### src/rtl/fazyrv_seq_alu.sv
// Chunk-serial ALU: processes CHUNKSIZE bits per cycle, LSB chunk first,
// producing an XLEN-bit result and a comparison flag after XLEN/CHUNKSIZE cycles.
module fazyrv_seq_alu #(
   parameter int unsigned XLEN      = 32,
   parameter int unsigned CHUNKSIZE = 2
) (
   input  logic              clk_i,
   input  logic              rst_i,
   input  logic              start_i,
   input  logic [2:0]        op_i,
   input  logic [XLEN-1:0]   a_i,
   input  logic [XLEN-1:0]   b_i,
   output logic              busy_o,
   output logic              done_o,
   output logic [XLEN-1:0]   res_o,
   output logic              cmp_o
);

   localparam int unsigned N  = XLEN / CHUNKSIZE;
   localparam int unsigned CW = (N > 1) ? $clog2(N) : 1;

   typedef enum logic [2:0] {
      OP_ADD  = 3'b000,
      OP_SUB  = 3'b001,
      OP_XOR  = 3'b010,
      OP_OR   = 3'b011,
      OP_AND  = 3'b100,
      OP_SLT  = 3'b101,
      OP_SLTU = 3'b110,
      OP_EQ   = 3'b111
   } op_e;

   typedef enum logic [1:0] {
      S_IDLE,
      S_RUN,
      S_DONE
   } state_e;

   state_e               state_q, state_d;
   op_e                  op_q;
   logic [XLEN-1:0]      a_q, b_q, res_q;
   logic [CW-1:0]        cnt_q;
   logic                 carry_q, lo_q, eq_q, cmp_q;

   logic                 accept, last, sub_like, is_cmp;
   logic [CHUNKSIZE-1:0] a_c, b_c, b_eff, r_c;
   logic [CHUNKSIZE:0]   sum;
   logic                 lo_d, eq_d, cmp_fin;
   logic [XLEN-1:0]      res_nxt;

   assign accept = start_i && (state_q != S_RUN);
   assign last   = (cnt_q == CW'(N - 1));
   assign res_o  = res_q;
   assign cmp_o  = cmp_q;

   // State register
   always_ff @(posedge clk_i) begin
      if (rst_i) state_q <= S_IDLE;
      else       state_q <= state_d;
   end

   // Next-state decode and status outputs
   always_comb begin
      state_d = state_q;
      busy_o  = 1'b0;
      done_o  = 1'b0;
      case (state_q)
         S_IDLE: if (start_i) state_d = S_RUN;
         S_RUN: begin
            busy_o = 1'b1;
            if (last) state_d = S_DONE;
         end
         S_DONE: begin
            done_o  = 1'b1;
            state_d = start_i ? S_RUN : S_IDLE;
         end
         default: state_d = S_IDLE;
      endcase
   end

   // Per-chunk arithmetic, logic and running comparison
   always_comb begin
      sub_like = (op_q == OP_SUB) || (op_q == OP_SLT) || (op_q == OP_SLTU) || (op_q == OP_EQ);
      is_cmp   = (op_q == OP_SLT) || (op_q == OP_SLTU) || (op_q == OP_EQ);
      a_c      = a_q[CHUNKSIZE-1:0];
      b_c      = b_q[CHUNKSIZE-1:0];
      // Flipping both sign bits turns the signed compare into an unsigned one.
      if (last && (op_q == OP_SLT)) begin
         a_c[CHUNKSIZE-1] = ~a_c[CHUNKSIZE-1];
         b_c[CHUNKSIZE-1] = ~b_c[CHUNKSIZE-1];
      end
      b_eff = sub_like ? ~b_c : b_c;
      sum   = {1'b0, a_c} + {1'b0, b_eff} + {{CHUNKSIZE{1'b0}}, carry_q};
      // A more-significant chunk that differs overrides the verdict so far.
      if (a_c < b_c)      lo_d = 1'b1;
      else if (a_c > b_c) lo_d = 1'b0;
      else                lo_d = lo_q;
      eq_d = eq_q && (a_c == b_c);
      case (op_q)
         OP_ADD, OP_SUB: r_c = sum[CHUNKSIZE-1:0];
         OP_XOR:         r_c = a_c ^ b_c;
         OP_OR:          r_c = a_c | b_c;
         OP_AND:         r_c = a_c & b_c;
         default:        r_c = '0;
      endcase
      if ((op_q == OP_SLT) || (op_q == OP_SLTU)) cmp_fin = lo_d;
      else if (op_q == OP_EQ)                    cmp_fin = eq_d;
      else                                       cmp_fin = 1'b0;
   end

   if (N > 1) begin : g_shift
      assign res_nxt = {r_c, res_q[XLEN-1:CHUNKSIZE]};
   end else begin : g_noshift
      assign res_nxt = r_c;
   end

   // Operand latch, chunk counter, carry/compare state and result shift register
   always_ff @(posedge clk_i) begin
      if (rst_i) begin
         a_q     <= '0;
         b_q     <= '0;
         op_q    <= OP_ADD;
         cnt_q   <= '0;
         carry_q <= 1'b0;
         lo_q    <= 1'b0;
         eq_q    <= 1'b0;
         res_q   <= '0;
         cmp_q   <= 1'b0;
      end else if (accept) begin
         a_q     <= a_i;
         b_q     <= b_i;
         op_q    <= op_e'(op_i);
         cnt_q   <= '0;
         carry_q <= (op_i != OP_ADD);
         lo_q    <= 1'b0;
         eq_q    <= 1'b1;
      end else if (state_q == S_RUN) begin
         a_q     <= a_q >> CHUNKSIZE;
         b_q     <= b_q >> CHUNKSIZE;
         carry_q <= sum[CHUNKSIZE];
         lo_q    <= lo_d;
         eq_q    <= eq_d;
         cnt_q   <= last ? '0 : cnt_q + 1'b1;
         if (last) begin
            cmp_q <= cmp_fin;
            res_q <= is_cmp ? {{(XLEN-1){1'b0}}, cmp_fin} : res_nxt;
         end else begin
            res_q <= res_nxt;
         end
      end
   end

endmodule

### config.mk
export PLATFORM = sky130hd
export DESIGN_NAME = fazyrv_seq_alu
export DESIGN_NICKNAME = d
export VERILOG_FILES = /design/src/rtl/fazyrv_seq_alu.sv
export SDC_FILE = /design/constraint.sdc
export NUM_CORES = 1
export LEC_CHECK = 0
export CAP_MARGIN = 20
export CORE_MARGIN = 4
export CORE_UTILIZATION = 45
export CTS_CLUSTER_SIZE = 28
export DETAILED_ROUTE_END_ITERATION = 7
export DONT_BUFFER_PORTS = 1
export GPL_ROUTABILITY_DRIVEN = 0
export PLACE_DENSITY = 0.71
export SLEW_MARGIN = 10
export SYNTH_ARGS = -nofsm -noshare
export SYNTH_HDL_FRONTEND = slang
export SYNTH_SLANG_ARGS = --single-unit
### constraint.sdc
create_clock -name clk_i -period 3.27 [get_ports clk_i]
set_input_delay 0.4905 -clock clk_i [delete_from_list [all_inputs] [get_ports clk_i]]
set_output_delay 0.4905 -clock clk_i [all_outputs]
set_load 0.005 [all_outputs]
==> metrics.yaml <==
path_max_fanout: 15
power_switching_uw: 684.8
cp.arrival_ns: 2.88
worstSkewPairLatency_ns: 0.37
routed_via_density: 5.696
path_class: "reg -> reg"
crit_family: "adder cells"
p_clk_share_pct: 33.9
tightest_slew_ns: 0.9494
met3WireLength_um: 1023
avgSynthCellArea_um2: 8.846
max_stage_delay_ns: 0.62
place_inst: 632
cp_common_cell: "fa_1"
slew_violations: 0
grt_max_degree: 166
utilization_pct: 48.53
grt_pass1_vias: 3571
holdWs_ns: 0.1922
dpl-instance-area_mm2: 0.004812
dieWidth_um: 111.5
cts_max_path_buffers: 2
clockRootBuffer: "clkbuf_8"
crit_path_start_kind: "flip-flop"
ctsResizeCount: 0
wl_per_cell_um: 16.08
comb_power_share_pct: 10.8
final_cells: 648
drv_cap: 0
critPathRequiredTime_ns: 3.54
synth_nets: 621
grt_use_total_pct: 16.63
num_antenna_cells: 0
peakVddDrop_v: 0.0002452
power.density_mw_per_mm2: 530.0
p_leak_uw: 0.001917
critical_path_buf_inv_count: 1
cts_hold_buf: 0
start_util_pct: 46.49
grt_pass1_wl_um: 17260
multi_input_area_mm2: 0.002406
seq_power_share_pct: 55.3
final_nets: 583
area_growth_pct: 4.386
cp_cell_sequence: "and2b_1, a21oi_1, xnor2_1, fa_1, fa_1, inv_1, o22ai_1, a221oi_1, nor3_1"
grt_antenna_before_repair: 0
yosys_warnings: 0
setup_viol: 0
tritoncts: "yes"
crit_path_end_kind: "flip-flop"
status: "finished clean"
internal-power_uw: 1982
synth_cell_types: 37
clk_pin_slew_ns: 0.11
min_period_ns: 2.610
wl_met2_um: 4719
layout_worst_path_cycle_share_pct: 79.82
clock.fmax_ghz: 0.3831
stdcell_area_mm2: 0.005032
hpwl_um: 6607
hp-class: "in -> reg"
cts_setup_buffers: 0
dieArea_mm2: 0.01243
p_sw_share_pct: 25.68
drive_above_1_share_pct: 4.688
first_iter_violations: 264
synthCells: 545
synth_seq_cells: 109
maxSlewHeadroom_pct: 36.55
drcViolationCount: 0
row_count: 37
syn_area_mm2: 0.004821
vias: 3691
io_pins: 105
drtPass1Iterations: 5
grt-ovfl-total: 0
drt-met1-wl_um: 4515
nFillCells: 1007
ant_nets: 0
core_mm2: 0.01037
ctsHtreeMaxLevel: 3
finalSetupTns_ns: 0
hold_violations: 0
dr.max_layer_used: "met4"
ys_seq_area_share_pct: 45.26
die_y_um: 111.5
rsz0062_at_grt: "false"
cpMaxStageDelayCell: "dfxtp_1"
cts_sinks: 109
regArea_mm2: 0.002182
io_buffers: 0
clock_skew_ns: 0.01333
numCtsBuffers: 9
drt_wl_total_um: 10420
## metal layers
metal | vias to the layer above | track usage [%]
met5 | - | 0
met1 | 1718 | 20.16
met3 | 15 | 7.011
li1 | 1846 | -
met4 | 0 | 7.056
met2 | 112 | 26.02
## power by group through the flow
stage	clock network [uW]	registers [uW]	logic (uW)
after floorplan	0	1480	294
after global placement	0	1500	273
after detailed placement	0	1510	290
after CTS	935	1480	291
after global routing	989	1490	329
final	904	1480	287
## cell usage after synthesis
cell type,n,area (um2)
nand3b_1,3,22.52
a311oi_1,2,17.52
nand3_1,36,180.2
nand2b_1,4,25.02
dfxtp_1,109,2182
buf_6,1,11.26
a31oi_1,3,18.77
nor2b_1,5,31.28
o21ai_0,6,30.03
buf_2,12,60.06
a41oi_2,1,16.27
nand4_1,1,6.260
clkbuf_1,32,120.1
xnor2_1,3,26.28
inv_1,7,26.28
a211oi_1,61,457.9
a221oi_1,1,8.760
nand2_1,41,153.9
fa_1,2,40.04
mux2i_1,64,640.6
and4_4,1,11.26
a211o_1,1,8.760
ha_1,4,50.05
xor2_1,2,17.52
o211ai_1,2,15.01
a21o_1,1,7.510
a32oi_1,1,8.760
o22ai_1,2,12.51
a31o_2,1,8.760
and2b_1,1,7.510
or2_1,1,6.260
a31o_4,1,17.52
a21oi_1,41,205.2
nor2_1,74,277.8
nor3_1,11,55.05
or4b_4,1,13.76
buf_1,6,22.52
## per-stage QoR
step	worst slack, ns	power [uW]
after floorplan	0.9699	1774
after global placement	0.7905	1776
after detailed placement	0.6701	1796
after CTS	0.6618	2704
after global routing	0.4707	2809
final	0.6598	2667
## worst reg2reg max path, cell delays in order (launching register included)
cell and delay [ns]:
dfxtp_1 0.62, and2b_1 0.28, a21oi_1 0.16, xnor2_1 0.11, fa_1 0.39, fa_1 0.45
inv_1 0.08, o22ai_1 0.07, a221oi_1 0.30, nor3_1 0.07
## final cells by class
type | count | share of cell area [%]
clock buffer | 9 | 2.461
clock inverter | 7 | 1.914
inverter | 7 | 0.5221
multi-input combinational | 378 | 47.81
sequential | 109 | 43.36
tap | 136 | 3.381
timing repair buffer | 2 | 0.5470
## layout by cell type (no fill, tap or decap), drive strengths merged, types with 2 or more instances in the layout
cell	n
o211ai	2
nor2	74
o22ai	2
inv	9
fa	2
clkbuf	9
a211oi	61
nand2	41
a311oi	2
nand3	36
dfxtp	109
buf	2
nand2b	4
xor2	2
a31o	2
ha	4
o21ai	6
xnor2	3
nand3b	3
a31oi	3
a21oi	41
bufinv	2
nor3	11
clkinv	3
nor2b	5
mux2i	64
## flip-flops by register name (all words and copies together), names as in the netlist
register and count:
eq_q 1, b_q 32, carry_q 1, cnt_q 4, lo_q 1, state_q 2
res_o 32, cmp_o 1, a_q 32, op_q 3
## worst paths after layout
check,startpoint,end,slack (ns),depth (start not counted)
max,op_q[1],res_o[31],0.66,9
min,rst_i,b_q[18],0.19,1
max reg2reg,op_q[1],res_o[31],0.66,9
min reg2reg,res_o[1],res_o[1],0.49,2
## cells by family after synthesis
group	share of synthesized area (%)
multiplexers	13.29
XOR/XNOR	0.9085
flip-flops	45.26
AO/OA/AOI/OAI	17.29
buffers and inverters	4.983
AND/OR/NAND/NOR	16.40
adder cells (fa/ha/maj)	1.869
No activity file was read; power rests on OpenSTA's default activity.
